**src/rtl/ir_timer_n.sv**
```systemverilog
// IR-remote controlled BCD timer: free-running up counter plus a settable countdown.
// Keys arrive as ir_in[23:16] qualified by ir_ready; every clk_1HZ edge is one tick.
module ir_timer_n #(
    parameter int         DIGITS      = 4,
    parameter logic [7:0] KEY_MODE    = 8'h11,
    parameter logic [7:0] KEY_START   = 8'h16,
    parameter logic [7:0] KEY_CLEAR   = 8'h10,
    parameter bit         AUTO_RELOAD = 1'b0
) (
    input  logic                  clk_1HZ,
    input  logic                  rst,
    input  logic                  ir_ready,
    input  logic [31:0]           ir_in,
    output logic [4*DIGITS-1:0]   digits,
    output logic [4*DIGITS-1:0]   preset,
    output logic [2:0]            state,
    output logic                  done,
    output logic                  wrap
);

    localparam int W = 4 * DIGITS;
    localparam logic [W-1:0] BCD_ZERO = {W{1'b0}};
    localparam logic [W-1:0] BCD_ONE  = {{(W-1){1'b0}}, 1'b1};

    typedef enum logic [2:0] {
        UP_RUN    = 3'd0,
        UP_HOLD   = 3'd1,
        SET       = 3'd2,
        DOWN_RUN  = 3'd3,
        DOWN_HOLD = 3'd4,
        DONE      = 3'd5
    } state_t;

    // Ripple-carry BCD increment; the MSB of the result is the carry out of the top digit.
    function automatic logic [W:0] bcd_inc(input logic [W-1:0] v);
        logic [W-1:0] r;
        logic         c;
        r = {W{1'b0}};
        c = 1'b1;
        for (int i = 0; i < DIGITS; i++) begin
            if (c) begin
                if (v[4*i +: 4] >= 4'd9) begin
                    r[4*i +: 4] = 4'd0;
                    c = 1'b1;
                end else begin
                    r[4*i +: 4] = v[4*i +: 4] + 4'd1;
                    c = 1'b0;
                end
            end else begin
                r[4*i +: 4] = v[4*i +: 4];
            end
        end
        return {c, r};
    endfunction

    // Ripple-borrow BCD decrement; a zero digit borrows and becomes 9.
    function automatic logic [W-1:0] bcd_dec(input logic [W-1:0] v);
        logic [W-1:0] r;
        logic         b;
        r = {W{1'b0}};
        b = 1'b1;
        for (int i = 0; i < DIGITS; i++) begin
            if (b) begin
                if (v[4*i +: 4] == 4'd0) begin
                    r[4*i +: 4] = 4'd9;
                    b = 1'b1;
                end else begin
                    r[4*i +: 4] = v[4*i +: 4] - 4'd1;
                    b = 1'b0;
                end
            end else begin
                r[4*i +: 4] = v[4*i +: 4];
            end
        end
        return r;
    endfunction

    state_t       state_r, state_s;
    logic [W-1:0] digits_r, digits_s;
    logic [W-1:0] preset_r, preset_s;
    logic         done_r, done_s;
    logic         wrap_r, wrap_s;

    logic [7:0]   key_code_s;
    logic         is_mode_s, is_clear_s, is_start_s, is_digit_s;
    logic [W-1:0] inc_val_s, dec_val_s, preset_shift_s;
    logic         inc_carry_s;
    logic         unused_s;

    assign key_code_s = ir_in[23:16];
    assign unused_s   = ^{ir_in[31:24], ir_in[15:0]};

    // Fixed priority: mode beats clear beats start beats digit keys.
    assign is_mode_s  = ir_ready && (key_code_s == KEY_MODE);
    assign is_clear_s = ir_ready && !is_mode_s && (key_code_s == KEY_CLEAR);
    assign is_start_s = ir_ready && !is_mode_s && !is_clear_s && (key_code_s == KEY_START);
    assign is_digit_s = ir_ready && !is_mode_s && !is_clear_s && !is_start_s
                        && (key_code_s <= 8'h09);

    assign {inc_carry_s, inc_val_s} = bcd_inc(digits_r);
    assign dec_val_s = bcd_dec(digits_r);

    if (DIGITS > 1) begin : g_shift_multi
        assign preset_shift_s = {preset_r[W-5:0], key_code_s[3:0]};
    end else begin : g_shift_single
        assign preset_shift_s = key_code_s[3:0];
    end

    // Next-state, next-count and pulse decode for the timer FSM.
    always_comb begin
        state_s  = state_r;
        digits_s = digits_r;
        preset_s = preset_r;
        done_s   = 1'b0;
        wrap_s   = 1'b0;
        case (state_r)
            UP_RUN, UP_HOLD: begin
                if (is_mode_s) begin
                    state_s  = SET;
                    digits_s = BCD_ZERO;
                    preset_s = BCD_ZERO;
                end else if (is_clear_s) begin
                    digits_s = BCD_ZERO;
                end else if (is_start_s) begin
                    state_s = (state_r == UP_RUN) ? UP_HOLD : UP_RUN;
                end else if (state_r == UP_RUN) begin
                    digits_s = inc_val_s;
                    wrap_s   = inc_carry_s;
                end else begin
                    digits_s = digits_r;
                end
            end
            SET: begin
                if (is_mode_s) begin
                    state_s  = UP_RUN;
                    digits_s = BCD_ZERO;
                end else if (is_clear_s) begin
                    digits_s = BCD_ZERO;
                    preset_s = BCD_ZERO;
                end else if (is_start_s) begin
                    if (preset_r != BCD_ZERO) begin
                        state_s  = DOWN_RUN;
                        digits_s = preset_r;
                    end else begin
                        state_s = SET;
                    end
                end else if (is_digit_s) begin
                    preset_s = preset_shift_s;
                    digits_s = preset_shift_s;
                end else begin
                    state_s = SET;
                end
            end
            DOWN_RUN, DOWN_HOLD: begin
                if (is_mode_s) begin
                    state_s  = UP_RUN;
                    digits_s = BCD_ZERO;
                end else if (is_clear_s) begin
                    state_s  = SET;
                    digits_s = BCD_ZERO;
                    preset_s = BCD_ZERO;
                end else if (is_start_s) begin
                    state_s = (state_r == DOWN_RUN) ? DOWN_HOLD : DOWN_RUN;
                end else if (state_r == DOWN_HOLD) begin
                    digits_s = digits_r;
                end else if ((digits_r == BCD_ONE) || (digits_r == BCD_ZERO)) begin
                    // Zero is unreachable here but must not underflow to all-9s.
                    state_s  = DONE;
                    digits_s = BCD_ZERO;
                    done_s   = 1'b1;
                end else begin
                    digits_s = dec_val_s;
                end
            end
            DONE: begin
                if (is_mode_s) begin
                    state_s  = UP_RUN;
                    digits_s = BCD_ZERO;
                end else if (AUTO_RELOAD) begin
                    state_s  = DOWN_RUN;
                    digits_s = preset_r;
                end else begin
                    state_s  = SET;
                    digits_s = BCD_ZERO;
                end
            end
            default: begin
                state_s  = UP_RUN;
                digits_s = BCD_ZERO;
                preset_s = BCD_ZERO;
            end
        endcase
    end

    // State, count, preset and pulse registers with synchronous reset.
    always_ff @(posedge clk_1HZ) begin
        if (rst) begin
            state_r  <= UP_RUN;
            digits_r <= BCD_ZERO;
            preset_r <= BCD_ZERO;
            done_r   <= 1'b0;
            wrap_r   <= 1'b0;
        end else begin
            state_r  <= state_s;
            digits_r <= digits_s;
            preset_r <= preset_s;
            done_r   <= done_s;
            wrap_r   <= wrap_s;
        end
    end

    assign digits = digits_r;
    assign preset = preset_r;
    assign state  = state_r;
    assign done   = done_r;
    assign wrap   = wrap_r;

endmodule

```
**config.mk**
```make
export PLATFORM = sky130hd
export DESIGN_NAME = ir_timer_n
export DESIGN_NICKNAME = d
export VERILOG_FILES = /design/src/rtl/ir_timer_n.sv
export SDC_FILE = /design/constraint.sdc
export NUM_CORES = 1
export LEC_CHECK = 0
export BUFFER_PORTS_ARGS = -buffer_cell sky130_fd_sc_hd__buf_2
export CORE_MARGIN = 8
export CORE_UTILIZATION = 50
export DETAILED_ROUTE_END_ITERATION = 6
export PLACE_DENSITY_LB_ADDON = 0.2
export SETUP_SLACK_MARGIN = 0.02
export SKIP_CTS_REPAIR_TIMING = 1
export SYNTH_ARGS = -nofsm -noshare
export SYNTH_HDL_FRONTEND = slang
export SYNTH_SLANG_ARGS = --single-unit
```
**constraint.sdc**
```tcl
create_clock -name clk_1HZ -period 2.5 [get_ports clk_1HZ]
set_input_delay 0.5 -clock clk_1HZ [delete_from_list [all_inputs] [get_ports clk_1HZ]]
set_output_delay 0.5 -clock clk_1HZ [all_outputs]
set_load 0.02 [all_outputs]
```
==> results of run 1 <==
-- cell families after synthesis --
family | after synthesis
multiplexers | 29
flip-flops | 37
adder cells (fa/ha/maj) | 14
AO/OA/AOI/OAI | 118
buffers and inverters | 46
AND/OR/NAND/NOR | 141
XOR/XNOR | 4
-- area by class of cell --
type	instances	area (um^2)
Multi-Input combinational cell	306	2223
Fill cell	553	2048
Sequential cell	37	742.0
Timing Repair Buffer	102	673.1
Tap cell	75	93.84
Clock buffer	6	82.58
Inverter	21	78.83
Clock inverter	2	13.76
-- cells in the final DEF (no fill, tap or decap), types with 3 or more instances in the layout --
cell type	count
nand2_1	19
buf_2	47
nor2_2	3
o21ai_0	37
clkbuf_8	6
o22ai_1	6
nor3b_1	4
dfxtp_1	36
nor4_1	10
o21a_1	6
nor3b_4	3
a21oi_1	14
nor3_4	3
o221ai_1	4
nand3_1	18
a22oi_1	4
ha_1	13
nor2_1	25
o211ai_1	7
mux2i_1	27
o31a_1	5
nand2b_1	26
o31ai_1	8
nand3b_1	5
buf_4	53
xnor2_1	4
and3_1	3
and2_1	3
inv_1	21
or2_2	3
-- sequential cells by signal, indices dropped and copies added (netlist names) --
register  cells
digits       16
wrap          1
preset       16
state         3
done          1
-- layer usage --
layer	wire length [um]	vias to the layer above	GRT usage, %
li1	-	1606	-
met1	4004	1602	25.97
met2	4419	115	34.24
met3	569	20	4.048
met4	172	0	7.802
met5	0	-	0
-- final timing paths --
path               from    endpoint  slack [ns]  cells past startpoint
max           digits[5]  digits[12]        0.13                      9
min          preset[14]  preset[14]        0.52                      2
max reg2reg   digits[5]  digits[12]        0.13                      9
min reg2reg  preset[14]  preset[14]        0.52                      2
-- power by group through the flow --
stage	Combinational (mW)	Clock [mW]	Sequential (mW)
floorplan	0.299	0	0.666
global placement	0.486	0	0.642
detailed placement	0.492	0	0.643
CTS	0.495	0.469	0.629
global route	0.568	0.495	0.633
finish	0.522	0.457	0.629
-- worst min-delay path: cells and delay by family, from the launching register on --
kind / cells / cell delay, ns
flops: 1 / 0.34
simple gates: 1 / 0.07
compound gates: 1 / 0.06
==> out/results.ini, run 1 <==
[outcome]
outcome=finished clean

[detailed_routing]
drt-pass1-iter-count=5
drt_iter0_drc=244
routed_wl_mm=9.165
avgViaCountPerCell=6.089
num_vias=3343
ant_nets=0
drc=0
wire_per_inst_um=16.69

[setup_path]
required_ns=2.72
start_kind=register
worst-path-buf-inv=3
critPathMaxFanout=4
path_cells=inv_1 -> ha_1 -> buf_4 -> or3b_2 -> nor2_2 -> o2111ai_2 -> a211oi_4 -> buf_4 -> mux2i_2
slowest_delay_ns=0.50
worst_path_max_delay_cell=or3b_2
crit_type=register to register
crit_path_end_kind=register
cp_top_family=simple AND/OR/NAND/NOR gates
worstPathArrival_ns=2.59
cpMostUsedCell=buf_4

[logic_synthesis]
synth_edf_count=0
syn_inst=389
ys_types=65
synth_adder_area_share_pct=5.558
ys_seq_elements=37
synth.area.mux_share_pct=9.505
synth_top_family_by_area=simple AND/OR/NAND/NOR gates
async_flop_share_pct=0
synth_top_area_share_pct=23.84
yosys_warnings=0
synthSimpleGateAreaFrac_pct=26.90
syn_area_um2=3107
ys_seq_area_share_pct=23.84
synth_ff_type=dfxtp_1
synth-compound-area-share_pct=26.46
synth_top_area_cell=dfxtp_1
syn-num-nets=437
netlist_top_cells_area=dfxtp_1 24%, mux2i_1 9.0%, o21ai_0 6.0%, ha_1 5.2%, nand2b_1 5.2%
yosys-top-cells-count=37 x dfxtp_1, 37 x o21ai_0, 28 x mux2i_1
synth_area_per_cell_um2=7.986
synth_xor_area_share_pct=1.128

[timing]
period_needed_ns=2.367
maxSlewViolCount=0
rsz0062_at_grt=false
finalCritPeriodShare_pct=94.66
max_freq_ghz=0.4226
hold_slack_ns=0.5168
setup_slack_ns=0.1335
worst_pin_slew_ns=0.7346
relSlewSlack_pct=50.76
fin_skew_ns=0.01303
setup_viol=0
final.setup.tns_ns=0
finalHoldViolations=0

[global_routing]
overflow=0
groute.usage.overall_pct=20.72
grt_max_degree=22
grt_pass1_wl_mm=15.29
first_global_vias=3123
antenna_found_initial=0

[place]
io_buffers=47
place_area_um2=3755
post-place-ws_ns=-0.1226
dp_hpwl_mm=6.987
dp.cells=541
gp_congestion=0.9287

[cts]
cts_tree=done
clockRootBuffer=clkbuf_8
numCtsBuffers=5
clock_sinks=37
path_clk_slew_ns=0.09
clockBufferDepth=2
clk_latency_ns=0.30
htreeDepth=2

[layout]
syn_to_final_growth_pct=25.78
drive_gt1_share_pct=29.75
insertedDiodeCount=0
fin_cells=549
final_util_pct=65.61
finalNetCount=521
stdcell_area_um2=3908

[floorplanning]
die_w_um=94.83
rows=28
core_area_um2=5956
ios=72
start_util_pct=52.16
die_area_um2=8992
die_h_um=94.83

[power_and_ir_drop]
p_switching_mw=0.5669
seqPwrFrac_pct=39.1
vdd_ir_drop_max_mv=0.2824
clkPwrFrac_pct=28.4
power_mw=1.608
netSwitchingFraction_pct=35.26
p_leak_nw=1.559
intPower_mw=1.041
p_comb_share_pct=32.4
powerDensity_nw_per_um2=411.5

[job]
max-cap-violations=0

[min_path]
hold_class=register to register

Note: power is estimated with default switching activity, not from simulation.
==> inputs of run 2 (changes only) <==
--- a/config.mk
+++ b/config.mk
@@ -6,6 +6,7 @@
 export NUM_CORES = 1
 export LEC_CHECK = 0
 export BUFFER_PORTS_ARGS = -buffer_cell sky130_fd_sc_hd__buf_2
+export CORE_ASPECT_RATIO = 1.25
 export CORE_MARGIN = 8
 export CORE_UTILIZATION = 50
 export DETAILED_ROUTE_END_ITERATION = 6
==> constraint.sdc (replaced) <==
create_clock -name clk_1HZ -period 2.2 [get_ports clk_1HZ]
set_input_delay 0.44 -clock clk_1HZ [delete_from_list [all_inputs] [get_ports clk_1HZ]]
set_output_delay 0.44 -clock clk_1HZ [all_outputs]
set_load 0.02 [all_outputs]
==> out/results.ini, run 2 (same netlist as run 1, synthesis figures left out) <==
[detailed_routing]
drt-pass1-iter-count=5
num_vias=3475
ant_nets=0
routed_wl_mm=9.743
wire_per_inst_um=16.27
drc=0
drt_iter0_drc=183
avgViaCountPerCell=5.801

[place]
io_buffers=47
place_area_um2=4081
dp.cells=586
dp_hpwl_mm=7.372
gp_congestion=0.8984

[global_routing]
grt_pass1_wl_mm=15.69
first_global_vias=3456
groute.usage.overall_pct=20.99
grtUsageMet2_pct=35.85
grt_use_met1_pct=24.87
grt_max_degree=25
grt_util_met3_pct=3.478
top_usage_layer=met2
overflow=0
antenna_found_initial=0

[setup_path]
reg2reg_depth=8
crit_type=register to register
required_ns=2.39
crit_path_end_kind=register
critPathMaxFanout=4
start_kind=register
worstPathArrival_ns=2.35

[layout]
finalNetCount=561
final_common_cell=buf_4
drive_gt1_share_pct=38.13
syn_to_final_growth_pct=38.90
insertedDiodeCount=0
mostFrequentLayoutCells=90 x buf_4, 47 x buf_2, 32 x dfxtp_1
stdcell_area_um2=4315
final_util_pct=70.91
fin_cells=599

[cts]
clockRootBuffer=clkbuf_8
clk_latency_ns=0.30
cts_tree=done
path_clk_slew_ns=0.08
numCtsBuffers=5
clock_sinks=37
htreeDepth=2
clockBufferDepth=2

[timing]
finalCritPeriodShare_pct=98.24
period_needed_ns=2.161
finalHoldViolations=0
max_freq_ghz=0.4627
worst_pin_slew_ns=0.7366
rsz0062_at_grt=true
maxSlewViolCount=0
final.setup.tns_ns=0
relSlewSlack_pct=50.62
setup_viol=0
fin_skew_ns=0.005134

[floorplanning]
die_h_um=104.1
rows=32
core_area_um2=6086
ios=72
die_w_um=86.51
die_area_um2=9008
start_util_pct=51.05

[power_and_ir_drop]
vdd_ir_drop_max_mv=0.2891
power_mw=1.999
powerDensity_nw_per_um2=463.2
p_leak_nw=1.764

[min_path]
hold_class=input pin to register
holdPathStages=4

[job]
max-cap-violations=0

[outcome]
outcome=finished clean

## run 2: changes by cell type in the layout (fill, tap and decap cells not counted), moves of 4 or more
cell / previous run / this run
o21ai_0: 37 / 31
dfxtp_2: 1 / 5
buf_4: 53 / 90
buf_6: 0 / 4
o21ai_1: 1 / 7
dfxtp_1: 36 / 32
## run 2: critical path: stages, from the launching register on
cell	delay, ns
dfxtp_2	0.33
inv_2	0.07
ha_4	0.15
nor3b_4	0.27
o2111ai_4	0.17
or2_4	0.29
a2111o_1	0.46
a221oi_2	0.25
nor2_1	0.05
## run 2: cell type report
type                       instances  area [um^2]
inverter                          21        78.83
timing repair buffer             142        975.9
fill                             506         1770
clock buffer                       6        82.58
tap                               85        106.4
multi-input combinational        306         2311
clock inverter                     2        13.76
sequential                        37        747.0
## run 2: power by group
group | switching (mW) | internal [mW]
registers | 0.0166 | 0.691
clock network | 0.270 | 0.254
logic | 0.410 | 0.357
## run 2: worst paths after layout
check / start / endpoint / slack, ns
worst max-delay path: digits[13] / state[1] / 0.04
worst min-delay path: rst / preset[9] / 0.57
worst max register to register: digits[13] / state[1] / 0.04
worst min register to register: digits[7] / digits[7] / 0.58
## run 2: per-layer routing
layer	wire length, um	vias up
li1	-	1687
met1	4108	1635
met2	4906	125
met3	488	28
met4	240	0
met5	0	-
## run 2: per-stage QoR
step / setup slack, ns / hold slack [ns]
3_3_place_gp: -0.2401 / 0.5642
3_5_place_dp: -0.2998 / 0.5668
5_1_grt: -0.05326 / 0.5930
6_report: 0.03879 / 0.5701
4_1_cts: -0.1689 / 0.5601
2_1_floorplan: -0.1298 / 0.5294
==> inputs of run 3 (changes only) <==
--- a/config.mk
+++ b/config.mk
@@ -9,8 +9,10 @@
 export CORE_ASPECT_RATIO = 1.25
 export CORE_MARGIN = 8
 export CORE_UTILIZATION = 50
+export CTS_CLUSTER_SIZE = 30
 export DETAILED_ROUTE_END_ITERATION = 6
-export PLACE_DENSITY_LB_ADDON = 0.2
+export PLACE_DENSITY = 0.75
+export RECOVER_POWER = 50
 export SETUP_SLACK_MARGIN = 0.02
 export SKIP_CTS_REPAIR_TIMING = 1
 export SYNTH_ARGS = -nofsm -noshare
==> out/results.ini, run 3 (same netlist as run 1, synthesis figures left out) <==
[outcome]
outcome=finished with violations
failed_checks=DRC, setup timing

[global_routing]
antenna_found_initial=0
first_global_vias=3429
grt_pass1_wl_mm=15.90
groute.usage.overall_pct=21.42
overflow=0
grt_max_degree=26

[power_and_ir_drop]
powerDensity_nw_per_um2=505.6
p_leak_nw=1.631
vdd_ir_drop_max_mv=0.3495
power_mw=2.181

[setup_path]
crit_type=input pin to register
path_cells=buf_6 -> or4b_4 -> nor3_4 -> and2_4 -> o31ai_4 -> a211oi_4 -> buf_4 -> mux2i_1
worstPathArrival_ns=2.44
worst_path_max_delay_cell=or4b_4
critPathMaxFanout=6
r2r-start=digits[12]
reg2reg_depth=8
crit_path_end_kind=register
slowest_delay_ns=0.60
start_kind=input pin
rrSetupSlack_ns=0
r2r_end=state[1]
required_ns=2.42

[layout]
insertedDiodeCount=0
mostFrequentLayoutCells=79 x buf_4, 36 x o21ai_0, 32 x dfxtp_1
fillers=484
syn_to_final_growth_pct=38.86
drive_gt1_share_pct=31.42
final_common_cell=buf_4
finalNetCount=553

[cts]
clockBufferDepth=2
path_clk_slew_ns=0.08
clk_latency_ns=0.30
cts_tree=done
htreeDepth=2
clockRootBuffer=clkbuf_8
numCtsBuffers=5
clock_sinks=37

[timing]
worst_pin_slew_ns=0.5490
fin_skew_ns=0.006852
relSlewSlack_pct=63.08
maxSlewViolCount=0
period_needed_ns=2.221
finalCritPeriodShare_pct=101.0
finalHoldViolations=0
hold_slack_ns=0.5386
max_freq_ghz=0.4503
final.setup.tns_ns=-0.02094
setup_viol=1
setup_slack_ns=-0.02094
rsz0062_at_grt=true

[place]
dp_hpwl_mm=7.413
io_buffers=47
gp_congestion=0.9870

[job]
max-cap-violations=0

[detailed_routing]
avgViaCountPerCell=6.103
ant_nets=0
drt-pass1-iter-count=7
drt_iter0_drc=304
drc=2
wire_per_inst_um=17.54
routed_wl_mm=10.36
num_vias=3607

[min_path]
holdPathEnd=preset[15]
hold_class=register to register
min_from=preset[15]
holdPathStages=2

[floorplanning]
rows=32
die_w_um=86.51
ios=72
start_util_pct=51.05
core_area_um2=6086
die_area_um2=9008
die_h_um=104.1

[run 3: cell count changes in the layout (fill, tap and decap cells not counted), moves of 2 or more]
| cell | delta |
|---|---|
| buf_12 | +2 |
| buf_2 | -31 |
| buf_4 | -11 |
| buf_6 | +2 |
| bufinv_16 | +2 |
| clkbuf_1 | +30 |
| nor4_1 | +2 |
| o21ai_0 | +5 |
| o21ai_1 | -7 |
| o21ai_2 | +2 |
[run 3: worst max-delay path by stage]
| stage | endpoint | depth (start not counted) | start |
|---|---|---|---|
| after global placement | digits[12] | 7 | ir_in[22] |
| after CTS | state[1] | 8 | digits[12] |
| after detailed placement | digits[12] | 7 | ir_in[22] |
| after floorplan | state[1] | 8 | ir_in[22] |
| final | digits[12] | 8 | ir_in[22] |
| after global routing | digits[13] | 8 | ir_in[22] |
[run 3: cell type report]
| cell class | count | area, um^2 | share of cell area (%) |
|---|---|---|---|
| timing repair buffer | 134 | 913.4 | 21.17 |
| multi-input combinational | 306 | 2331 | 54.03 |
| inverter | 21 | 78.83 | 1.827 |
| clock buffer | 5 | 68.82 | 1.595 |
| sequential | 37 | 747.0 | 17.31 |
| tap | 85 | 106.4 | 2.465 |
| clock inverter | 3 | 68.82 | 1.595 |
[run 3: per-layer routing]
metal | share of wire (%) | global-route usage [%]
met5 | 0 | 0
met4 | 4.7 | 10.99
met3 | 5.5 | 2.925
met2 | 51 | 37.16
met1 | 39 | 24.49
[run 3: through the flow]
step / instance area [um^2] / worst slack, ns / util, % / instances
floorplan: 3177 / -0.1298 / - / 389
global placement: 4031 / -0.2244 / 66.24 / 576
detailed placement: 4031 / -0.2576 / 66.24 / 576
CTS: 4169 / -0.1152 / 68.50 / 584
global route: 4314 / -0.07788 / 70.89 / 591
finish: 4314 / -0.02094 / 70.89 / 591
[run 3: worst max-delay path: cells and delay by family]
kind            cells  cell delay (ns)
simple gates        3             1.13
compound gates      2             0.43
buf+inv             2             0.25
mux                 1             0.18
[run 3: power by group]
part	internal [mW]	switching, mW
Combinational	0.319	0.426
Clock	0.457	0.273
Sequential	0.691	0.0160
